$ cat config.mk
export PLATFORM = sky130hd
export DESIGN_NAME = enc_tuner
export DESIGN_NICKNAME = d
export VERILOG_FILES = /design/src/rtl/enc_tuner_pkg.sv /design/src/rtl/enc_glitch_filter.sv /design/src/rtl/enc_tuner.sv
export SDC_FILE = /design/constraint.sdc
export NUM_CORES = 1
export LEC_CHECK = 0
export CAP_MARGIN = 15
export CORE_MARGIN = 1
export CORE_UTILIZATION = 64
export CTS_CLUSTER_DIAMETER = 80
export DETAILED_ROUTE_END_ITERATION = 10
export GPL_TIMING_DRIVEN = 1
export PLACE_DENSITY = 0.86
export SYNTH_ARGS = -nofsm -noshare
export SYNTH_HDL_FRONTEND = slang
export SYNTH_SLANG_ARGS = --single-unit
export TNS_END_PERCENT = 10
$ cat constraint.sdc
create_clock -name clk -period 9.07 [get_ports clk]
set_clock_uncertainty 0.05 [all_clocks]
set_input_delay 1.814 -clock clk [delete_from_list [all_inputs] [get_ports clk]]
set_output_delay 1.814 -clock clk [all_outputs]
set_load 0.03 [all_outputs]
$ cat src/rtl/enc_tuner_pkg.sv
// Shared defaults and quadrature helpers for the encoder tuning-word block.
package enc_tuner_pkg;

  localparam int DEF_TW_WIDTH    = 16;
  localparam int DEF_FILTER_LEN  = 4;
  localparam int DEF_FINE_STEP   = 1;
  localparam int DEF_COARSE_STEP = 64;
  localparam int DEF_TW_MIN      = 1;
  localparam int DEF_TW_MAX      = 'hFFF0;
  localparam int DEF_TW_RESET    = 256;

  // Gray-coded {A,B} states in clockwise order.
  localparam logic [1:0] GRAY_S0 = 2'b00;
  localparam logic [1:0] GRAY_S1 = 2'b01;
  localparam logic [1:0] GRAY_S2 = 2'b11;
  localparam logic [1:0] GRAY_S3 = 2'b10;

  typedef enum logic [1:0] {
    STEP_NONE    = 2'd0,
    STEP_UP      = 2'd1,
    STEP_DN      = 2'd2,
    STEP_ILLEGAL = 2'd3
  } step_t;

  // Position of a Gray state around the clockwise cycle (0..3).
  function automatic logic [1:0] gray_pos(input logic [1:0] g);
    logic [1:0] p;
    case (g)
      GRAY_S0: p = 2'd0;
      GRAY_S1: p = 2'd1;
      GRAY_S2: p = 2'd2;
      default: p = 2'd3;
    endcase
    return p;
  endfunction

  // Classify the move from prev to cur by the modulo-4 position distance:
  // 1 is a clockwise quarter step, 3 is counter-clockwise, 2 means both bits flipped.
  function automatic step_t quad_step(input logic [1:0] prev, input logic [1:0] cur);
    logic [1:0] d;
    step_t      s;
    d = gray_pos(cur) - gray_pos(prev);
    case (d)
      2'd0:    s = STEP_NONE;
      2'd1:    s = STEP_UP;
      2'd2:    s = STEP_ILLEGAL;
      default: s = STEP_DN;
    endcase
    return s;
  endfunction

endpackage

$ cat src/rtl/enc_glitch_filter.sv
// Single-channel glitch filter: output follows the input only after the input
// has disagreed with it on FILTER_LEN consecutive clocks.
module enc_glitch_filter
  import enc_tuner_pkg::*;
#(
  parameter int FILTER_LEN = DEF_FILTER_LEN
) (
  input  logic clk,
  input  logic reset,
  input  logic raw,
  output logic filt
);

  localparam int              CW   = $clog2(FILTER_LEN + 1);
  localparam logic [CW-1:0]   LAST = CW'(FILTER_LEN - 1);

  logic [CW-1:0] cnt;

  // Count the mismatch run; flip on its last clock, clear on any agreement.
  always_ff @(posedge clk) begin
    if (reset) begin
      filt <= raw;
      cnt  <= '0;
    end else if (raw != filt) begin
      if (cnt == LAST) begin
        filt <= raw;
        cnt  <= '0;
      end else begin
        cnt <= cnt + CW'(1);
      end
    end else begin
      cnt <= '0;
    end
  end

endmodule

$ cat src/rtl/enc_tuner.sv
// Rotary-encoder tuner: filters A/B, decodes quadrature into detents and
// steps a saturating tuning word for the downstream NCO.
module enc_tuner
  import enc_tuner_pkg::*;
#(
  parameter int TW_WIDTH    = DEF_TW_WIDTH,
  parameter int FILTER_LEN  = DEF_FILTER_LEN,
  parameter int FINE_STEP   = DEF_FINE_STEP,
  parameter int COARSE_STEP = DEF_COARSE_STEP,
  parameter int TW_MIN      = DEF_TW_MIN,
  parameter int TW_MAX      = DEF_TW_MAX,
  parameter int TW_RESET    = DEF_TW_RESET
) (
  input  logic                clk,
  input  logic                reset,
  input  logic                en,
  input  logic                mode,
  input  logic                sA,
  input  logic                sB,
  output logic [TW_WIDTH-1:0] tw,
  output logic                tw_valid,
  output logic                dir,
  output logic                err
);

  localparam int XW = TW_WIDTH + 1;

  localparam logic [XW-1:0]       FINE_X   = XW'(FINE_STEP);
  localparam logic [XW-1:0]       COARSE_X = XW'(COARSE_STEP);
  localparam logic [XW-1:0]       MIN_X    = XW'(TW_MIN);
  localparam logic [XW-1:0]       MAX_X    = XW'(TW_MAX);
  localparam logic [TW_WIDTH-1:0] MIN_TW   = TW_WIDTH'(TW_MIN);
  localparam logic [TW_WIDTH-1:0] MAX_TW   = TW_WIDTH'(TW_MAX);
  localparam logic [TW_WIDTH-1:0] RESET_TW = TW_WIDTH'(TW_RESET);

  // Filtered channels
  logic filt_a;
  logic filt_b;
  logic [1:0] cur_ab;

  enc_glitch_filter #(.FILTER_LEN(FILTER_LEN)) u_filt_a (
    .clk   (clk),
    .reset (reset),
    .raw   (sA),
    .filt  (filt_a)
  );

  enc_glitch_filter #(.FILTER_LEN(FILTER_LEN)) u_filt_b (
    .clk   (clk),
    .reset (reset),
    .raw   (sB),
    .filt  (filt_b)
  );

  assign cur_ab = {filt_a, filt_b};

  // Decode / detent stage
  logic [1:0]        prev_ab;
  logic signed [3:0] phase;
  logic signed [3:0] phase_sum;
  logic              det_up;
  logic              det_dn;
  step_t             step;

  // Classify this cycle's filtered transition and form the candidate count.
  always_comb begin
    step      = quad_step(prev_ab, cur_ab);
    phase_sum = phase;
    case (step)
      STEP_UP: phase_sum = phase + 4'sd1;
      STEP_DN: phase_sum = phase - 4'sd1;
      default: phase_sum = phase;
    endcase
  end

  // Accumulate quarter steps into detents; illegal jumps only flag err.
  always_ff @(posedge clk) begin
    if (reset) begin
      prev_ab <= {sA, sB};
      phase   <= '0;
      det_up  <= 1'b0;
      det_dn  <= 1'b0;
      err     <= 1'b0;
    end else begin
      prev_ab <= cur_ab;
      err     <= (step == STEP_ILLEGAL);
      det_up  <= 1'b0;
      det_dn  <= 1'b0;
      if (phase_sum == 4'sd4) begin
        det_up <= 1'b1;
        phase  <= '0;
      end else if (phase_sum == -4'sd4) begin
        det_dn <= 1'b1;
        phase  <= '0;
      end else begin
        phase <= phase_sum;
      end
    end
  end

  // Tuning-word stage
  logic [XW-1:0]       step_x;
  logic [XW-1:0]       tw_x;
  logic [XW-1:0]       up_x;
  logic [XW-1:0]       dn_x;
  logic [TW_WIDTH-1:0] tw_up;
  logic [TW_WIDTH-1:0] tw_dn;
  logic [TW_WIDTH-1:0] tw_target;
  logic                tw_load;

  // Saturating up/down targets computed one bit wider so nothing wraps.
  always_comb begin
    step_x    = mode ? COARSE_X : FINE_X;
    tw_x      = {1'b0, tw};
    up_x      = tw_x + step_x;
    dn_x      = tw_x - step_x;
    tw_up     = (up_x > MAX_X) ? MAX_TW : up_x[TW_WIDTH-1:0];
    tw_dn     = ((tw_x < step_x) || (dn_x < MIN_X)) ? MIN_TW : dn_x[TW_WIDTH-1:0];
    tw_target = det_up ? tw_up : tw_dn;
    tw_load   = (det_up || det_dn) && en && (tw_target != tw);
  end

  // Apply a detent to tw; dir tracks every detent even while disabled.
  always_ff @(posedge clk) begin
    if (reset) begin
      tw       <= RESET_TW;
      tw_valid <= 1'b0;
      dir      <= 1'b0;
    end else begin
      tw_valid <= 1'b0;
      if (det_up || det_dn) begin
        dir <= det_up;
      end
      if (tw_load) begin
        tw       <= tw_target;
        tw_valid <= 1'b1;
      end
    end
  end

endmodule

# ---- Yosys cells after proc, flatten, opt, wreduce, memory -nomap -nowiden
# Cells that the tools add are included.
dict set report op_classes {
  addsub 7
  n_eq_ne 16
  n_reduce_logical 17
  magnitude_cmp 3
  bitwise_logic 2
  muxes 18
}
# operator n
set op_table {}
lappend op_table {{$mux W16} 3}
lappend op_table {{$pmux W2 S3} 3}
lappend op_table {{$add A16 B7 Y17} 1}
lappend op_table {{$gt A17 B16 Y1 const B} 1}
lappend op_table {{$lt A17 B1 Y1 const B} 1}
lappend op_table {{$sub A16 B7 Y17} 1}
lappend op_table {{$lt A16 B7 Y1} 1}
lappend op_table {{$ne A16 B16 Y1} 1}
lappend op_table {{$eq A2 B2 Y1 const B} 5}
lappend op_table {{$mux W1} 9}
lappend op_table {{$reduce_or A3 Y1} 3}
lappend op_table {{$eq A2 B1 Y1 const B} 4}
lappend op_table {{$pmux W4 S2} 1}
lappend op_table {{$reduce_bool A2 Y1} 4}
lappend op_table {{$mux W7} 1}
lappend op_table {{$add A3 B1 Y3 const B} 2}
lappend op_table {{$eq A3 B2 Y1 const B} 2}
lappend op_table {{$logic_not A2 Y1} 3}
lappend op_table {{$add A4 B2 Y4 const B} 1}
lappend op_table {{$eq A4 B3 Y1 const B} 1}
lappend op_table {{$eq A4 B4 Y1 const B} 1}
lappend op_table {{$reduce_and A2 Y1} 2}
lappend op_table {{$sub A4 B2 Y4 const B} 1}
lappend op_table {{$logic_and A1 B1 Y1} 2}
lappend op_table {{6 further kinds} 9}
dict set report totals {
  regBits 35
  word_cells 75
  inputBits 6
}

# ---- Logic depth before layout (Yosys ltp)
dict set report depth {
  word_depth 9
  ltp_mapped 17
  mapped_depth_nobuf 14
}

# ---- Hierarchy
# A second synthesis with hierarchy kept.
dict set report unflattened {
  hier_cells 424
  hier_area_um2 3229.3
}
# mod cells_each area_each_um2 instances seq_area_each_um2
set by_module_without_submodules {}
lappend by_module_without_submodules {enc_tuner 398 2896.5 1 540.5}
lappend by_module_without_submodules {enc_glitch_filter 13 166.4 2 90.1}

# ---- Worst setup path before layout
# No wires, ideal clock.
dict set report synth_path {
  path_kind {input port to flip-flop}
  from {input port mode}
  to {register tw[10]}
  arrival_ns 4.809
  setup_ns 0.134
  path_stages 17
  path_buffers 4
  slack_ns 4.077
  t_required_ns 8.886
  cell_sequence {inv_1 -> ha_1 -> buf_2 -> and4b_1 -> buf_2 -> a41oi_2 -> buf_2 -> nor3_1 -> or2_1 -> nand4_1 -> nand2_1 -> mux2_2 -> o2111a_2 -> a21oi_4 -> buf_6 -> mux2i_1 -> nor2_1}
}
dict set report synth_via {
  elab_chain_len 8
  elab_cells_between_ends 12
  cone_classes {add/sub: 2; order compare: 3; eq/ne: 1; mux: 4; reduce/logical: 2}
}
# item line_no
set synth_rtl {}
lappend synth_rtl {{from (decl)} enc_tuner.sv:17} ;# input logic mode,
lappend synth_rtl {{$mux W7 *} enc_tuner.sv:113} ;# step_x = mode ? COARSE_X : FINE_X;
lappend synth_rtl {{$sub A16 B7 Y17} enc_tuner.sv:116} ;# dn_x = tw_x - step_x;
lappend synth_rtl {{$lt A17 B1 Y1} enc_tuner.sv:118} ;# tw_dn = ((tw_x < step_x) || (dn_x < MIN_X)) ? MIN_TW : dn_x[TW_WIDTH-1:0];
lappend synth_rtl {{$logic_or A1 B1 Y1} enc_tuner.sv:118}
lappend synth_rtl {{$mux W16} enc_tuner.sv:118}
lappend synth_rtl {{$mux W16 *} enc_tuner.sv:119} ;# tw_target = det_up ? tw_up : tw_dn;
lappend synth_rtl {{$ne A16 B16 Y1} enc_tuner.sv:120} ;# tw_load = (det_up || det_dn) && en && (tw_target != tw);
lappend synth_rtl {{$logic_and A1 B1 Y1} enc_tuner.sv:120}
lappend synth_rtl {{to (signal assigned)} enc_tuner.sv:135} ;# tw <= tw_target;
lappend synth_rtl {{to (decl)} enc_tuner.sv:20} ;# output logic [TW_WIDTH-1:0] tw,
# Mark *: on every way between the ends. The rest lies on a longest branch, timed or not.
# A chain may end at the register's enable or synchronous reset.

# ---- Worst setup path after layout
dict set report layout_path {
  from {input port mode}
  to {register tw[14]}
}
# The elaborated chain is that of the path after synthesis.

==> impl_metrics.json <==
{
  "slew_headroom": 0.4132,
  "crit_top_cell": "and4b_1",
  "max_stage_delay_ns": 0.68,
  "crit_path_end_kind": "register",
  "setup_viol": 0,
  "clock-root-buffer": "clkbuf_8",
  "fill_cells": 394,
  "timing.final.hold_violations": 0,
  "dieArea_mm2": 0.005399,
  "synth_common_cells": "nor2_1, nand2_1, dfxtp_1",
  "drive_gt1_frac": 0.08625,
  "cts_tree": "yes",
  "yosys.area.top_type": "dfxtp_1",
  "clk_pin_slew_ns": 0.08,
  "crit_start": "mode",
  "synth-main-ff-cell": "dfxtp_1",
  "post-cts-setup-buffer-count": 0,
  "wirelength_mm": 9.652,
  "start_util": 0.6787,
  "viasPerCell": 6.893,
  "r2r-start": "tw[1]$_SDFFE_PP0P_",
  "fin_crit_sh": 0.6894,
  "finalCriticalPeriod_ns": 6.252,
  "crit_required_ns": 9.23,
  "slowest_stage": "a21oi_4",
  "netlist_instances": 431,
  "nets": 452,
  "routedWlPerCell_um": 19.46,
  "synth.yosys.warnings": 0,
  "fin_cells": 496,
  "path_cells": "clkdlybuf4s50_1, inv_1, ha_1, and4b_1, a41oi_2, xnor2_1, and4b_1, nand4_1, nand2_1, mux2_2, o2111a_2, a21oi_4, a21oi_1, a311oi_2",
  "syn_area_mm2": 0.003269,
  "r2r_slack_ns": 4.47,
  "path_buf_inv": 2,
  "area_growth_pct": 7.539,
  "final_util": 0.7299,
  "portBuffers": 24,
  "first_global_vias": 3199,
  "synth_top_area_frac": 0.2021,
  "io_pins": 25,
  "die_width_um": 73.48,
  "clock.fmax_mhz": 159.9,
  "globalRoute.totalOverflow": 0,
  "ys_types": 73,
  "synth-seq-cells": 35,
  "rows": 25,
  "design.core.area_mm2": 0.004817,
  "pwr-share-seq": 0.344,
  "setup_slack_ns": 2.818,
  "clock_power_share": 0.183,
  "die_h_um": 73.48,
  "cts_max_level": 2,
  "cp-start-kind": "primary input",
  "clk_path_buf_depth": 2,
  "finalSetupTns_ns": 0,
  "r2r_cells": 13,
  "synthArstFlopShare": 0,
  "grt_pass1_wl_mm": 15.62,
  "pwr_density_cell_mw_per_mm2": 179.9,
  "p_switching_mw": 0.2857,
  "worstSkewPairLatency_ns": 0.29,
  "drtIter0Drc": 527,
  "gp_congestion": 1.017,
  "crit_fanout": 24,
  "drc": 0,
  "grt_max_degree": 29,
  "netlist_top_cells_area": "dfxtp_1, ha_1, nor2_1",
  "r2r-end": "tw[14]$_SDFFE_PP0P_",
  "cp_top_family": "compound AO/OA/AOI/OAI gates",
  "worstMarginPinSlew_ns": 0.8770,
  "via_count": 3419,
  "track_usage": 0.3767,
  "ir_worst_vdd_v": 0.0001683,
  "diodes": 0,
  "antenna_found_initial": 0,
  "holdCritPathClass": "register to register",
  "seq_area_frac_synth": 0.2204,
  "critPathCapture": "tw[14]$_SDFFE_PP0P_",
  "synth-edff-count": 2,
  "synth_most_common_cell": "nor2_1",
  "critical_path_class": "primary input to register",
  "power_leakage_nw": 1.273,
  "p_int_mw": 0.3469,
  "finalMaxSlewViolations": 0,
  "status": "finished clean",
  "clock_sinks": 35,
  "swShare": 0.4517,
  "hold_buffers": 0,
  "crit_cells": 14,
  "cap_violations": 0,
  "cts_resized": 0,
  "grt_setup_unrepaired": "no",
  "arrival_ns": 6.42,
  "cts_inserted_buffers": 5,
  "place_inst": 488,
  "synth.avg_cell_area_um2": 7.586,
  "drtAntennaViolNets": 0,
  "synth_nets": 455,
  "combPwrFrac": 0.473,
  "pre_cts_slack_ns": 2.616,
  "detailed_place_hpwl_mm": 6.934,
  "firstDrtPassIters": 5
}
-- layout by cell type (no fill, tap or decap), drive strengths merged, types with 5 or more instances in the layout --
master / Yosys / routed
nor2: 49 / 49
dfxtp: 33 / 33
nand2b: 7 / 7
o31ai: 5 / 5
a21o: 5 / 5
ha: 17 / 17
nor3b: 5 / 5
xnor2: 11 / 11
clkbuf: 23 / 5
and3: 8 / 8
inv: 20 / 20
nand2: 37 / 37
nor4: 9 / 9
nor3: 11 / 11
o21ai: 25 / 25
a211oi: 16 / 16
xor2: 8 / 8
mux2i: 5 / 5
nand4: 5 / 5
or2: 5 / 5
clkdlybuf4s50: 0 / 24
o22ai: 5 / 5
a21oi: 20 / 20
nand3: 13 / 13
-- metrics by stage --
step	area, um2	power, mW	hold WS, ns
2_1_floorplan	3269	0.4373	0.3474
3_3_place_gp	3427	0.5025	0.3557
3_5_place_dp	3427	0.5113	0.3761
4_1_cts	3516	0.6253	0.3869
5_1_grt	3516	0.6676	0.4141
6_report	3516	0.6327	0.3908
-- state kept, by name (all words and copies together), names as in the netlist --
| register | flops |
|---|---|
| err | 1 |
| prev_ab | 2 |
| phase | 4 |
| u_filt_a.filt | 1 |
| dir | 1 |
| tw_valid | 1 |
| u_filt_b.cnt | 3 |
| det_dn | 1 |
| u_filt_b.filt | 1 |
| det_up | 1 |
| tw | 16 |
| u_filt_a.cnt | 3 |
-- worst reg2reg max path, stage by stage (launching register included) --
cell and delay [ns]:
dfxtp_1 0.58, inv_1 0.19, ha_1 0.34, or3b_2 0.38, o21a_1 0.31, o22ai_1 0.16, a221oi_1 0.31, nand4_1 0.39
nand2_1 0.27, o221ai_1 0.17, o2111a_2 0.25, a21oi_4 0.68, a21oi_1 0.18, a311oi_2 0.26
-- cell families (layout without fill, tap and decap cells) --
| logic type | count (synthesis) | after routing | share of synthesized area |
|---|---|---|---|
| AND/OR/NAND/NOR | 176 | 176 | 0.2778 |
| XOR/XNOR | 19 | 19 | 0.05090 |
| buffers and inverters | 56 | 54 | 0.07730 |
| flip-flops | 35 | 35 | 0.2204 |
| adder cells (fa/ha/maj) | 18 | 18 | 0.07118 |
| multiplexers | 7 | 7 | 0.02220 |
| AO/OA/AOI/OAI | 120 | 120 | 0.2801 |
-- layout make-up --
| type | count | area (um2) | share of cell area |
|---|---|---|---|
| clock inverter | 3 | 20.02 | 0.005694 |
| tap | 67 | 83.83 | 0.02384 |
| sequential | 35 | 720.7 | 0.2050 |
| multi-input combinational | 340 | 2296 | 0.6530 |
| timing repair buffer | 25 | 247.7 | 0.07046 |
| inverter | 21 | 78.83 | 0.02242 |
| clock buffer | 5 | 68.82 | 0.01957 |
-- how the worst min path moves through the flow --
stage | cells after the start | end | startpoint
after global placement | 1 | u_filt_b.cnt[0]$_SDFF_PP0_ | u_filt_b.cnt[0]$_SDFF_PP0_
after CTS | 1 | u_filt_a.cnt[0]$_SDFF_PP0_ | u_filt_a.cnt[0]$_SDFF_PP0_
after detailed placement | 1 | u_filt_a.cnt[0]$_SDFF_PP0_ | u_filt_a.cnt[0]$_SDFF_PP0_
after floorplan | 1 | u_filt_a.cnt[0]$_SDFF_PP0_ | u_filt_a.cnt[0]$_SDFF_PP0_
after global routing | 1 | u_filt_a.cnt[0]$_SDFF_PP0_ | u_filt_a.cnt[0]$_SDFF_PP0_
final | 1 | u_filt_a.cnt[0]$_SDFF_PP0_ | u_filt_a.cnt[0]$_SDFF_PP0_
-- metal layers --
metal	part of all wire	up-vias	global-route usage	wire length, um
met4	0.033	0	0.1603	318
met2	0.47	230	0.6239	4530
met3	0.11	40	0.06584	1021
li1	-	1577	-	-
met5	0	-	0	0
met1	0.39	1572	0.4805	3782
-- power by group through the flow --
| stage | Combinational, mW | Clock (mW) | Sequential, mW |
|---|---|---|---|
| 2_1_floorplan | 0.228 | 0 | 0.209 |
| 5_1_grt | 0.325 | 0.122 | 0.221 |
| 3_3_place_gp | 0.285 | 0 | 0.218 |
| 3_5_place_dp | 0.292 | 0 | 0.219 |
| 6_report | 0.299 | 0.116 | 0.218 |
| 4_1_cts | 0.294 | 0.116 | 0.215 |
(Power assumes the default switching activity.)
